**config.mk**
```make
export PLATFORM = sky130hd
export DESIGN_NAME = core_rrv_vga_fill_ctrl
export DESIGN_NICKNAME = d
export VERILOG_FILES = /design/src/rtl/core_rrv_vga_fill_ctrl.sv
export SDC_FILE = /design/constraint.sdc
export NUM_CORES = 1
export LEC_CHECK = 0
export CAP_MARGIN = 10
export CORE_ASPECT_RATIO = 0.75
export CORE_MARGIN = 2
export CORE_UTILIZATION = 45
export CTS_BUF_LIST = sky130_fd_sc_hd__clkbuf_8
export DETAILED_ROUTE_END_ITERATION = 8
export PLACE_DENSITY = 0.83
export SYNTH_ARGS = -nofsm -noshare
export SYNTH_HDL_FRONTEND = slang
export SYNTH_SLANG_ARGS = --single-unit
```
**constraint.sdc**
```tcl
create_clock -name Clk_50 -period 5.2 [get_ports Clk_50]
set_clock_uncertainty 0.2 [all_clocks]
set_input_delay 1.56 -clock Clk_50 [delete_from_list [all_inputs] [get_ports Clk_50]]
set_output_delay 1.56 -clock Clk_50 [all_outputs]
set_load 0.01 [all_outputs]
```
**src/rtl/core_rrv_vga_fill_ctrl.sv**
```systemverilog
// Fill/copy engine and port-A arbiter for the 640x480 1 bpp VGA frame memory.
// The core always owns port A when it accesses; the engine runs only in idle cycles.
module core_rrv_vga_fill_ctrl #(
  parameter int MEM_WORDS = 9600,
  parameter int AW        = 14
) (
  input  logic          Clk_50,
  input  logic          Reset,
  input  logic          CoreWrEnQ503,
  input  logic          CoreRdEnQ503,
  input  logic [31:0]   CoreAddrQ503H,
  input  logic [31:0]   CoreDataQ503H,
  input  logic [3:0]    CoreByteEnQ503H,
  output logic [31:0]   CoreRspDataQ504H,
  input  logic          CmdValid,
  output logic          CmdReady,
  input  logic          CmdOp,
  input  logic [AW-1:0] CmdDstWord,
  input  logic [AW-1:0] CmdSrcWord,
  input  logic [AW-1:0] CmdLenWords,
  input  logic [31:0]   CmdPattern,
  output logic [AW-1:0] MemAddrWord,
  output logic [31:0]   MemData,
  output logic [3:0]    MemByteEn,
  output logic          MemWrEn,
  output logic          MemRdEn,
  input  logic [31:0]   MemRspData,
  output logic          Busy,
  output logic          Done
);

  typedef enum logic [2:0] {
    IDLE, FILL, COPY_RD, COPY_CAP, COPY_WR, DONE
  } state_t;

  localparam logic [AW-1:0] LAST_WORD = AW'(MEM_WORDS - 1);

  state_t        state, state_nxt;
  logic [AW-1:0] dst, dst_nxt;
  logic [AW-1:0] src, src_nxt;
  logic [AW-1:0] cnt, cnt_nxt;
  logic [31:0]   pattern, pattern_nxt;
  logic [31:0]   hold_data, hold_nxt;
  logic          op, op_nxt;

  logic          core_access;
  logic          grant;
  logic          eng_wr;
  logic          eng_rd;
  logic [AW-1:0] eng_addr;
  logic [31:0]   eng_data;
  logic          unused_addr_bits;

  function automatic logic [AW-1:0] wrap_inc(input logic [AW-1:0] a);
    return (a == LAST_WORD) ? '0 : a + 1'b1;
  endfunction

  assign core_access      = CoreWrEnQ503 | CoreRdEnQ503;
  assign grant            = !core_access;
  assign unused_addr_bits = ^{CoreAddrQ503H[31:AW+2], CoreAddrQ503H[1:0]};

  assign eng_wr   = (state == FILL) || (state == COPY_WR);
  assign eng_rd   = (state == COPY_RD);
  assign eng_addr = (state == COPY_RD) ? src : dst;
  assign eng_data = op ? hold_data : pattern;

  assign CmdReady         = (state == IDLE);
  assign Busy             = (state == FILL) || (state == COPY_RD) ||
                            (state == COPY_CAP) || (state == COPY_WR);
  assign Done             = (state == DONE);
  assign CoreRspDataQ504H = MemRspData;

  // Port-A mux: the core wins outright, the engine fills the gaps.
  always_comb begin
    MemAddrWord = eng_addr;
    MemData     = eng_data;
    MemByteEn   = 4'hF;
    MemWrEn     = eng_wr;
    MemRdEn     = eng_rd;
    if (core_access) begin
      MemAddrWord = CoreAddrQ503H[AW+1:2];
      MemData     = CoreDataQ503H;
      MemByteEn   = CoreByteEnQ503H;
      MemWrEn     = CoreWrEnQ503;
      MemRdEn     = CoreRdEnQ503;
    end
  end

  always_comb begin
    // NOTE: every next-state variable is defaulted first so no path can infer a latch.
    state_nxt   = state;
    dst_nxt     = dst;
    src_nxt     = src;
    cnt_nxt     = cnt;
    pattern_nxt = pattern;
    hold_nxt    = hold_data;
    op_nxt      = op;
    unique case (state)
      IDLE: begin
        if (CmdValid) begin
          dst_nxt     = CmdDstWord;
          src_nxt     = CmdSrcWord;
          cnt_nxt     = CmdLenWords;
          pattern_nxt = CmdPattern;
          op_nxt      = CmdOp;
          if (CmdLenWords == '0) state_nxt = DONE;
          else if (CmdOp)        state_nxt = COPY_RD;
          else                   state_nxt = FILL;
        end
      end
      FILL: begin
        if (grant) begin
          dst_nxt = wrap_inc(dst);
          cnt_nxt = cnt - 1'b1;
          if (cnt == AW'(1)) state_nxt = DONE;
        end
      end
      COPY_RD: begin
        if (grant) begin
          src_nxt   = wrap_inc(src);
          state_nxt = COPY_CAP;
        end
      end
      COPY_CAP: begin
        // Read data from the previous cycle's grant is on MemRspData now.
        hold_nxt  = MemRspData;
        state_nxt = COPY_WR;
      end
      COPY_WR: begin
        if (grant) begin
          dst_nxt   = wrap_inc(dst);
          cnt_nxt   = cnt - 1'b1;
          state_nxt = (cnt == AW'(1)) ? DONE : COPY_RD;
        end
      end
      DONE:    state_nxt = IDLE;
      default: state_nxt = IDLE;
    endcase
  end

  // NOTE: sequential state uses non-blocking (<=) so every register sees pre-edge values.
  always_ff @(posedge Clk_50 or posedge Reset) begin
    if (Reset) begin
      state     <= IDLE;
      dst       <= '0;
      src       <= '0;
      cnt       <= '0;
      pattern   <= '0;
      hold_data <= '0;
      op        <= 1'b0;
    end else begin
      state     <= state_nxt;
      dst       <= dst_nxt;
      src       <= src_nxt;
      cnt       <= cnt_nxt;
      pattern   <= pattern_nxt;
      hold_data <= hold_nxt;
      op        <= op_nxt;
    end
  end

endmodule

```
---- Yosys cells after proc, flatten, opt, wreduce, memory -nomap -nowiden ----
Cells that the tools add are included.
storage, ports and cells
  register bits after elaboration ......... 110
operators by class
  $add $sub $neg .......................... 3
  eq/ne operators ......................... 14
  multiplexer cells ....................... 27
  bitwise gates (word level) .............. 1
  reduce and logical (&&, ||, !) cells .... 13
operator list
  kind                                                   number
  two-way mux 14 bit                                     10
  case mux 14 bit (2 select lines)                       3
  two-way mux 32 bit                                     2
  adder 14 x 1 -> 14 bit, second input constant          2
  == test 14 bit, second input constant                  2
  two-way mux 3 bit                                      7
  case mux 3 bit (5 select lines)                        1
  == test 14 x 1 -> 1 bit, second input constant         1
  zero test 14 bit                                       1
  subtractor 14 x 1 -> 14 bit, second input constant     1
  inequality test 2 bit, second input constant           5
  == test 3 x 2 -> 1 bit, second input constant          2
  == test 3 bit, second input constant                   2
  AND reduction 3 bit                                    2
  AND reduction 5 bit                                    1
  logical OR 1 bit                                       4
  two-way mux 4 bit                                      1
  nonzero test 2 bit                                     2
  == test 3 x 1 -> 1 bit, second input constant          1
  zero test 3 bit                                        1
  two-way mux 1 bit                                      2
  two-way mux 2 bit                                      1
  inequality test 2 x 1 -> 1 bit, second input constant  1
  AND reduction 2 bit                                    1
  other kinds (2)                                        2

---- Logic depth before layout (Yosys ltp) ----
  depth after elaboration ................. 4
  mapped depth ............................ 7
  gate-level depth less buffers ........... 7

---- Worst setup path after synthesis ----
Ideal clock, no wire load.
  path type ............................... input to output
  from .................................... in CoreRdEnQ503
  to ...................................... out MemAddrWord[10]
  data arrival time ....................... 2.489 ns
  data required time ...................... 3.440 ns
  path slack .............................. 0.951 ns
  stages .................................. 4
  path buffers ............................ 1
  cells stage by stage .................... nor2_1 clkbuf_1 nor2_1 a31oi_1
on the way
  cells in the longest elaborated chain, start to end .. 2
RTL lines
  element             line  text
  from (decl)         10    input logic CoreRdEnQ503,
  OR 1 bit            58    assign core_access = CoreWrEnQ503 | CoreRdEnQ503;
  two-way mux 14 bit  80    if (core_access) begin
  to (decl)           22    output logic [AW-1:0] MemAddrWord,
No other way between the ends.

---- Final worst setup path ----
  from .................................... in CoreRdEnQ503
  to ...................................... out MemData[5]
on the way
  cells in the longest elaborated chain, start to end .. 2
RTL lines
  element             line  text
  OR 1 bit            58
  two-way mux 32 bit  80
  to (decl)           23    output logic [31:0] MemData,
No other way between the ends.

==> out/qor.yml <==
regArea_mm2: 0.00275
synth.most_common_cell: "dfrtp_1"
wire_per_inst_um: 16.8
die_area_mm2: 0.0156
ys_seq_elements: 110
postCtsHoldBufs: 0
start_kind: "primary input"
worst_slack_ps: 54.2
dp_hpwl_um: 14200
drt-initial-drc-count: 469
cp-end-kind: "output pin"
grt_pass1_vias: 5650
report.final.setup_viol: 0
synth_top_cell_by_area: "dfrtp_1"
port-buffer-count: 248
fin_crit_sh_pct: 99.0
nFillCells: 1206
ys_top_cells_by_count: "110 x dfrtp_1, 87 x nand2_1, 65 x mux2_2"
clk_latency_ps: 370
crit_required_ps: 3440
crit_fanout: 72
start_util_pct: 45.8
io-pin-count: 267
drtPass1Iterations: 5
h-tree-depth: 3
tns_ps: 0
cp_data_arrival_time_ps: 3390
hold_violations: 0
intPower_mw: 2.53
top_usage_layer: "met2"
preCtsSetupSlack_ps: 58.1
ys_types: 58
synth.cell_area_mm2: 0.00657
drt_wl_total_um: 18800
drc: 0
synth_top_area_share_pct: 41.9
grt_pass1_wl_um: 28900
comb_power_share_pct: 47.6
multi_input_area_mm2: 0.00334
post-route-min-period_ps: 5150
status: "finished clean"
synth-seq-area-share_pct: 41.9
diodes: 0
synth_nets: 899
row_count: 38
use_met2_pct: 38.5
rsz0062_at_grt: "no"
clkTransAtPathRegs_ps: 110
p_switching_mw: 1.77
drv_slew: 0
numCtsBuffers: 9
via_per_inst: 5.51
grt_start_max_net_pins: 73
dpl-instance-area_mm2: 0.00901
drive_above_1_share_pct: 11.6
p_seq_share_pct: 41.0
overflow: 0
clockPowerShare_pct: 11.4
switching_share_pct: 41.1
dieWidth_um: 144
yosys-top-cells-area: "dfrtp_1 42%, mux2_2 11%, mux2i_1 5.0%, nand2_1 5.0%, o21ai_0 4.4%"
cts-resized-gates: 0
max-vdd-ir-drop_mv: 0.266
ys_async_sr_fraction_pct: 100
syn-mean-instance-area_um2: 9.19
synth_edf_count: 0
synthCells: 715
path_class: "in -> out"
use_met1_pct: 32.6
powerDensity_mw_per_mm2: 467
root_buffer: "clkbuf_8"
ys.flop_type: "dfrtp_1"
grt_antenna_before_repair: 0
holdWs_ps: 308
core_mm2: 0.0144
vias: 6147
place.gp.congestion: 0.954
slew_headroom_pct: 32.6
worst_pin_slew_ps: 1010
fmax_ghz: 0.194
ant_nets: 0
drv_cap: 0
gr-usage-met3_pct: 4.57
die_y_um: 109
post_cts_buffers: 0
fin_area_mm2: 0.00919
hold_class: "reg -> reg"
power.leakage_nw: 3.75
cts_sinks: 110
tritoncts: "done"
fin_nets: 1094
yosys_warnings: 0
area_delta_synth_final_pct: 39.9
clockBufferDepth: 2
grt_usage_pct: 23.4
[kinds of logic after synthesis]
logic type      synth area share, %
compound gates                 17.4
xor+xnor                      0.133
fa+ha+maj                     0.762
buf+inv                        7.35
flops                          41.9
mux                            16.2
simple gates                   16.2
[worst paths after layout]
kind	start	to	slack, ps	cells after the start
worst max-delay path	CoreRdEnQ503	MemData[5]	50	5
worst min register to register	cnt[7]	cnt[7]	310	1
max in group asynchronous	Reset	pattern[19]	2550	3
min in group asynchronous	Reset	src[9]	1460	2
worst min-delay path	cnt[7]	cnt[7]	310	1
worst max register to register	state[0]	src[11]	2500	5
[final cells by class]
| class | instances | share of cell area [%] |
|---|---|---|
| Timing Repair Buffer | 261 | 28.3 |
| Clock buffer | 9 | 1.35 |
| Inverter | 15 | 0.640 |
| Multi-Input combinational cell | 513 | 36.4 |
| Sequential cell | 110 | 30.0 |
| Tap cell | 200 | 2.72 |
| Clock inverter | 7 | 0.626 |
[layout by cell type (no fill, tap or decap), types with 4 or more instances in the layout]
cell / n
o21ai_0: 58
a31oi_1: 17
nand3_1: 17
mux2_2: 65
nor3_1: 9
a2bb2oi_1: 4
buf_4: 11
clkdlybuf4s50_1: 248
nand2b_1: 8
o41ai_1: 4
o21ai_1: 18
o2bb2ai_1: 8
ha_1: 4
nor4_1: 10
a22o_1: 7
nor2_1: 57
nand4_1: 8
nand2_1: 87
and3_1: 7
clkbuf_8: 9
a22oi_1: 5
mux2i_1: 33
a21oi_1: 29
dfrtp_1: 109
inv_1: 14
a32oi_1: 4
[worst max-delay path, stage by stage]
cell and delay [ps]:
clkdlybuf4s50_1 420, or2_2 330, buf_12 180, o21ai_0 260, clkdlybuf4s50_1 580
[flip-flops by register name, summed over array words and instances (netlist names)]
| register | count |
|---|---|
| hold_data | 32 |
| pattern | 32 |
| cnt | 14 |
| dst | 14 |
| src | 14 |
| state | 3 |
| op | 1 |
[power groups by stage]
stage	clock, mW	combinational, mW	sequential [mW]
after floorplan	0	1.54	1.54
after global placement	0	1.99	1.73
after detailed placement	0	2.05	1.76
after CTS	0.507	2.05	1.74
after global routing	0.544	2.26	1.82
final	0.489	2.04	1.76
[per-layer routing]
layer  vias to the layer above  routed length (um)  part of all wire (%)
li1                       2946                   -                     -
met3                        19                1310                   7.0
met1                      2922                8270                    44
met2                       260                8960                    48
met5                         -                   0                     0
met4                         0                 239                   1.3
[stage by stage]
step	util (%)	power [mW]	cells
6_report	64.0	4.29	1115
2_1_floorplan	-	3.08	715
3_3_place_gp	62.8	3.72	1099
3_5_place_dp	62.8	3.81	1099
4_1_cts	64.0	4.30	1115
5_1_grt	64.0	4.63	1115
No activity file was read; power rests on OpenSTA's default activity.
